<file path="config.mk">
export PLATFORM = sky130hd
export DESIGN_NAME = fir_stim_src
export DESIGN_NICKNAME = d
export VERILOG_FILES = /design/src/rtl/fir_stim_src.sv
export SDC_FILE = /design/constraint.sdc
export NUM_CORES = 2
export LEC_CHECK = 0
export CAP_MARGIN = 20
export CORE_ASPECT_RATIO = 1.25
export CORE_UTILIZATION = 54
export CTS_BUF_LIST = sky130_fd_sc_hd__clkbuf_16
export DETAILED_ROUTE_END_ITERATION = 6
export PLACE_DENSITY = 0.73
export SYNTH_ARGS = -nofsm -noshare
export SYNTH_HDL_FRONTEND = slang
export SYNTH_SLANG_ARGS = --single-unit
</file>
<file path="constraint.sdc">
create_clock -name clk -period 7.5 [get_ports clk]
set_clock_uncertainty 0.05 [all_clocks]
set_input_delay 2.25 -clock clk [delete_from_list [all_inputs] [get_ports clk]]
set_output_delay 2.25 -clock clk [all_outputs]
set_load 0.01 [all_outputs]
</file>
<file path="src/rtl/fir_stim_src.sv">
// FIR stimulus source: buffers (sample, golden) pairs and replays them
// to the filter and its checker over the next/ready handshake.
module fir_stim_src #(
    parameter int W     = 32,
    parameter int DEPTH = 64
) (
    input  logic                   clk,
    input  logic                   rst_n,
    input  logic                   stop,
    input  logic                   load_valid,
    output logic                   load_ready,
    input  logic [W-1:0]           load_in,
    input  logic [W-1:0]           load_gold,
    input  logic                   start,
    input  logic                   next,
    output logic [W-1:0]           in_sample,
    input  logic                   fir_ready,
    output logic [W-1:0]           gold_out,
    output logic                   gold_valid,
    output logic [$clog2(DEPTH):0] count,
    output logic                   busy,
    output logic                   done,
    output logic                   underrun
);

    localparam int AW = $clog2(DEPTH);
    typedef logic [AW:0] ptr_t;
    localparam ptr_t FULL = ptr_t'(DEPTH);
    localparam ptr_t ONE  = ptr_t'(1);

    typedef enum logic [1:0] {
        IDLE,
        LOAD,
        STREAM,
        DONE
    } state_t;

    state_t         state_q, state_d;
    ptr_t           wr_q, wr_d;
    ptr_t           rs_q, rs_d;
    ptr_t           rg_q, rg_d;
    logic [W-1:0]   ins_q, ins_d;
    logic [W-1:0]   gout_q, gout_d;
    logic           gval_q, gval_d;
    logic           und_q, und_d;

    logic [W-1:0]   samp_mem [DEPTH];
    logic [W-1:0]   gold_mem [DEPTH];

    ptr_t           rs_nx;
    ptr_t           rg_nx;
    logic           wr_en;

    assign count      = wr_q - rg_q;
    assign load_ready = ((state_q == IDLE) || (state_q == LOAD)) && (count < FULL);
    assign wr_en      = load_valid && load_ready && !stop;
    assign rs_nx      = rs_q + ONE;
    assign rg_nx      = rg_q + ONE;

    assign in_sample  = ins_q;
    assign gold_out   = gout_q;
    assign gold_valid = gval_q;
    assign underrun   = und_q;
    assign busy       = (state_q == STREAM);
    assign done       = (state_q == DONE);

    // Storage is deliberately left out of reset; stale entries are never read.
    always_ff @(posedge clk) begin
        if (wr_en) begin
            samp_mem[wr_q[AW-1:0]] <= load_in;
            gold_mem[wr_q[AW-1:0]] <= load_gold;
        end
    end

    always_comb begin
        state_d = state_q;
        wr_d    = wr_q;
        rs_d    = rs_q;
        rg_d    = rg_q;
        ins_d   = ins_q;
        gout_d  = gout_q;
        gval_d  = 1'b0;
        und_d   = und_q;
        if (stop) begin
            state_d = IDLE;
            wr_d    = '0;
            rs_d    = '0;
            rg_d    = '0;
            ins_d   = '0;
            gout_d  = '0;
            und_d   = 1'b0;
        end else begin
            unique case (state_q)
                IDLE: begin
                    if (wr_en) begin
                        wr_d    = wr_q + ONE;
                        state_d = LOAD;
                    end
                end
                LOAD: begin
                    if (wr_en) wr_d = wr_q + ONE;
                    if (start && (count != '0)) begin
                        state_d = STREAM;
                        rs_d    = '0;
                        rg_d    = '0;
                        ins_d   = samp_mem[0];
                    end
                end
                STREAM: begin
                    if (next) begin
                        if (rs_nx < wr_q) begin
                            rs_d  = rs_nx;
                            ins_d = samp_mem[rs_nx[AW-1:0]];
                        end else begin
                            rs_d  = wr_q;
                            ins_d = '0;
                            und_d = 1'b1;
                        end
                    end
                    if (fir_ready) begin
                        if (rg_q < wr_q) begin
                            gout_d = gold_mem[rg_q[AW-1:0]];
                            gval_d = 1'b1;
                            rg_d   = rg_nx;
                            if (rg_nx == wr_q) state_d = DONE;
                        end else begin
                            und_d = 1'b1;
                        end
                    end
                end
                DONE: begin
                end
                default: state_d = IDLE;
            endcase
        end
    end

    always_ff @(posedge clk or negedge rst_n) begin
        if (!rst_n) begin
            state_q <= IDLE;
            wr_q    <= '0;
            rs_q    <= '0;
            rg_q    <= '0;
            ins_q   <= '0;
            gout_q  <= '0;
            gval_q  <= 1'b0;
            und_q   <= 1'b0;
        end else begin
            state_q <= state_d;
            wr_q    <= wr_d;
            rs_q    <= rs_d;
            rg_q    <= rg_d;
            ins_q   <= ins_d;
            gout_q  <= gout_d;
            gval_q  <= gval_d;
            und_q   <= und_d;
        end
    end

endmodule

</file>
# Word level (Yosys, flattened, before mapping)
# Memories as Yosys holds them, arrays and structs flattened.
# Index checks and enable logic that the tools add are counted.
# totals
ff_bits,89
mem_bits_rw,4096
elab_cells,88
memories,2
# op_classes
n_addsub,4
n_lt_le_gt_ge,3
eq_ne,10
n_mux,40
n_reduce_logical,21
# memory_table
name,words,word_bits,read_ports,rd_clocked_by_memory_dff,wr,line_no,source
gold_mem,64,32,1,0,1,48,logic [W-1:0] gold_mem [DEPTH];
samp_mem,64,32,2,0,1,47,logic [W-1:0] samp_mem [DEPTH];
# op_table
cell,n
32-bit two-way mux,8
7-bit two-way mux,10
32-bit case mux with 2 select lines,1
7-bit case mux with 2 select lines,2
"7-bit by 1-bit adder with 7-bit output, second input constant",3
7-bit less-than comparator,2
1-bit two-way mux,12
2-bit two-way mux,6
2-bit nonzero test,5
"3-bit by 2-bit inequality test with 1-bit output, second input constant",3
"3-bit inequality test, second input constant",3
7-bit equality test,1
"7-bit less-than comparator, second input constant",1
7-bit nonzero test,1
7-bit subtractor,1
2-bit case mux with 3 select lines,1
3-bit AND reduction,2
6-bit AND reduction,1
"2-bit equality test, second input constant",2
1-bit logical AND,4
4-bit AND reduction,1
4-bit nonzero test,1
3-bit nonzero test,1
"2-bit by 1-bit equality test with 1-bit output, second input constant",1
5 further kinds,5

# Logic depth before layout (Yosys ltp)
# depth
word_depth,8
mapped_depth,16
mapped_depth_nobuf,12

# Worst setup path before layout
# Ideal clock, no wire load.
# synth_path
path_type,flip-flop to flip-flop
startpoint,reg rg_q[1]
endpoint,mem gold_mem[59][0] (enable)
setup_time_ns,0.564
arrival_time_ns,7.273
t_required_ns,6.886
setup_slack_ns,-0.387
stages_incl_launch_ff,12
path_buffers,4
path_cell_list,dfrtp_1 buf_2 clkbuf_1 clkbuf_1 inv_1 fa_1 a21o_1 a221oi_2 xor2_1 nand3_1 clkbuf_1 nor3_1
# synth_between
elab_chain_cells,7
# synth_lines
element,line_no,source
start: declaration,41,"ptr_t rg_q, rg_d;"
start signal: assignment,152,rg_q <= rg_d;
7-bit subtractor,54,assign count = wr_q - rg_q;
7-bit less-than comparator,55,assign load_ready = ((state_q == IDLE) || (state_q == LOAD)) && (count < FULL);
1-bit logical AND,55,
1-bit logical AND (2 in a row),56,assign wr_en = load_valid && load_ready && !stop;
1-bit two-way mux,69,if (wr_en) begin
1-bit two-way mux (not written as such),71,gold_mem[wr_q[AW-1:0]] <= load_gold;
end: declaration,48,
# Every way passes these cells.

# Final worst setup path
# layout_path
startpoint,reg rg_q[1]
endpoint,out load_ready
# layout_between
elab_chain_cells,3
# layout_lines
element,line_no,source
7-bit subtractor,54,
7-bit less-than comparator,55,
1-bit logical AND,55,
end: declaration,11,"output logic load_ready,"
# Every way passes these cells.

==> run_results.csv <==
group,metric,value,unit
sta,final.period_utilization,0.896,
sta,clock.fmax,149,MHz
min_path,min_from,"rs_q[6]$_DFFE_PN0P_",
sta,rsz0062_at_grt,"no",
global_route,grt_pass1_wl,584000,um
synth,synth-edff-count,4096,
die,start_util,0.543,
worst_setup_path,crit_chain,"inv_1 -> fa_1 -> a21o_1 -> a221oi_2 -> xor2_1 -> inv_2 -> nor2_1 -> clkdlybuf4s50_1",
cts,cts.sinks,4185,
worst_setup_path,critPathMaxFanout,55,
detailed_routing,vias,76400,
die,design.core.area,295000,sq um
pwr,ir_drop,0.242,mV
die,io_pins,147,
global_route,grt_antenna_before_repair,37,
cts,cts_hold_buffers,0,
min_path,hold_class,"flip-flop to flip-flop",
global_route,grt_overflow,0,
placed_design,place_hpwl,217000,um
sta,report.final.slew_viol_count,0,
min_path,min_path_cells,2,
placed_design,placed_area,167000,sq um
detailed_routing,wire_per_inst,36.8,um
finish,area_growth,13.1,%
synth,ys_seq_elements,4185,
cts,htree_levels,5,
cts,clockBufferDepth,4,
placed_design,gp_congestion,0.871,
detailed_routing,drt-initial-drc-count,11600,
finish,layout-drive-gt1-share,0.310,
worst_setup_path,critical_path_class,"flip-flop to output pin",
worst_setup_path,arrival,4.42,ns
sta,finalSetupTns,0,ns
cts,cts_setup_buffers,0,
cts,clk_pin_slew,0.07,ns
placed_design,dp.cells,10500,
min_path,holdPathEnd,"rs_q[6]$_DFFE_PN0P_",
synth,synth_nets,6693,
synth,yosys_warnings,0,
global_route,grt_pass1_vias,77400,
worst_setup_path,rr_endpoint,"gold_mem[36][19]$_DFFE_PP_",
synth,syn-cell-area,160000,sq um
detailed_routing,drt_wl_total,416000,um
detailed_routing,postRouteAntennaNets,0,
worst_setup_path,max_stage_delay,1.01,ns
worst_setup_path,reg2reg_depth,11,
synth,syn_avg_cell_area,24.3,sq um
pwr,power_leakage,55.3,nW
detailed_routing,drc,0,
detailed_routing,via_per_inst,6.75,
cts,numCtsBuffers,393,
worst_setup_path,cp_slowest_cell,"dfrtp_4",
finish,nets,7124,
global_route,grt_max_degree,153,
finish,instances_no_fill,11300,
worst_setup_path,crit_path_end_kind,"output pin",
sta,max_slew.worst_pin.slew,1.27,ns
cts,clk_latency,0.94,ns
worst_setup_path,required,5.20,ns
pwr,cellPowerDensity,270,nW/um^2
worst_setup_path,rrSetupSlack,1.64,ns
die,dieHeight,611,um
die,core.rowCount,223,
run_status,status,"finished clean",
synth,synth_ff_type,"edfxtp_1",
sta,max_slew_margin,0.149,
synth,ys_seq_area_frac,0.781,
cts,cts_root_buffer,"clkbuf_16",
die,die_area,299000,sq um
synth,synth.distinct_cells,62,
cts,cts_tree,"yes",
worst_setup_path,crit_path_start_kind,"flip-flop",
flow_run,drv_cap,0,
placed_design,port_buffers,146,
detailed_routing,first_pass_iters,6,
die,die_x,489,um
worst_setup_path,reg2reg_from,"rg_q[1]$_DFFE_PN0P_",
pwr,total_power,0.0489,W
sta,finalHoldViolations,0,
cts,ctsResizeCount,0,
synth,async_reset_ff_frac,0.0213,
global_route,gr-usage-all-layers,0.281,
sta,min_period,6.72,ns
finish,fin_area,181000,sq um
sta,setup_viol,0,
synth,netlist_instances,6600,
==> worst max-delay path: cells and delay by family, from the launching register on <==
kind	cells	cell delay (ns)
AND/OR/NAND/NOR	1	0.15
XOR/XNOR	1	0.37
buffers and inverters	3	0.97
flip-flops	1	1.01
AO/OA/AOI/OAI	2	0.51
adder cells (fa/ha/maj)	1	0.47
==> synth_stat cells, types with 2 or more instances <==
master,number,area (sq um)
a211oi_1,2,15.0
a21boi_0,2,15.0
a21o_1,4,30.0
a21oi_1,11,55.1
a22o_1,7,61.3
a31oi_1,4,25.0
a32o_1,31,310
and2_1,3,18.8
and3_1,2,12.5
buf_1,53,199
buf_2,84,420
buf_4,7,52.6
buf_6,2,22.5
clkbuf_1,216,811
dfrtp_1,89,2230
edfxtp_1,4096,123000
ha_1,21,263
inv_1,27,101
mux2i_1,39,390
mux4_2,1275,28700
nand2_1,215,807
nand3_1,151,756
nand4_1,4,25.0
nor2_1,57,214
nor2b_1,5,31.3
nor3_1,37,185
nor3b_1,2,15.0
nor4_1,4,25.0
o2111ai_1,3,26.3
o211a_1,33,330
o21a_1,5,37.5
o21ai_0,20,100
o221ai_1,5,43.8
o221ai_2,29,435
o22ai_1,3,18.8
o31ai_1,7,52.6
or3_1,3,18.8
xnor2_1,10,87.6
xor2_1,9,78.8
==> metal layers <==
layer  GRT usage  share of wire
met1       0.377           0.35
met5           0        0.00043
met2       0.449           0.49
met4       0.112          0.044
met3      0.0634           0.11
==> where the power goes <==
part | internal, W | switching (W) | leakage [nW]
registers | 0.0259 | 0.000222 | 38.0
clock network | 0.0113 | 0.00863 | 6.52
logic | 0.00120 | 0.00177 | 10.8
total | 0.0383 | 0.0106 | 55.3
==> placed cells by master, fill, tap and decap left out, types with 31 or more instances in the layout <==
master / count
buf_12: 80
mux2i_1: 39
a32o_1: 31
nor2_4: 34
inv_1: 96
bufinv_16: 46
nand2_1: 215
edfxtp_1: 4096
buf_4: 164
mux4_2: 1275
clkbuf_16: 399
buf_2: 59
clkdlybuf4s50_1: 86
clkinv_2: 81
o211a_1: 33
dfrtp_1: 83
clkinv_1: 77
nand3_1: 150
==> per-stage QoR <==
| step | hold slack (ns) | util | worst slack [ns] |
|---|---|---|---|
| after global placement | 0.460 | 0.567 | 1.07 |
| after CTS | 0.466 | 0.610 | 0.734 |
| after global routing | 0.493 | 0.614 | 0.612 |
| after detailed placement | 0.449 | 0.567 | 1.06 |
| final | 0.465 | 0.614 | 0.779 |
| after floorplan | 0.420 | - | -0.383 |
==> cells by family after synthesis <==
| kind of cell | after synthesis | synth area share |
|---|---|---|
| flops | 4185 | 0.781 |
| mux | 1315 | 0.182 |
| simple gates | 489 | 0.0135 |
| buf+inv | 392 | 0.0102 |
| compound gates | 178 | 0.0105 |
| fa+ha+maj | 22 | 0.00176 |
| xor+xnor | 19 | 0.00104 |
==> cell type report <==
type,instances,area [sq um]
Clock inverter,318,2810
Fill cell,19400,114000
Clock buffer,399,9980
Multi-Input combinational cell,2023,33900
Antenna cell,19,47.5
Sequential cell,4185,125000
Inverter,29,120
Tap cell,3937,4930
Timing Repair Buffer,399,4260
==> flip-flops by register name (all words and copies together) (netlist names) <==
name / flops
rg_q: 7
gold_valid: 1
samp_mem: 2048
rs_q: 7
gold_out: 32
underrun: 1
state_q: 2
wr_q: 7
in_sample: 32
gold_mem: 2048
==> worst max-delay path by stage <==
stage	startpoint	end	slack, ns
3_5_place_dp	stop	gold_mem[48][13]$_DFFE_PP_	1.06
6_report	rg_q[1]$_DFFE_PN0P_	load_ready	0.78
5_1_grt	rg_q[1]$_DFFE_PN0P_	load_ready	0.61
2_1_floorplan	rg_q[1]$_DFFE_PN0P_	gold_mem[56][0]$_DFFE_PP_	-0.38
3_3_place_gp	stop	gold_mem[48][13]$_DFFE_PP_	1.07
4_1_cts	rg_q[1]$_DFFE_PN0P_	count[5]	0.73
Power figures use the tool's default switching activity.
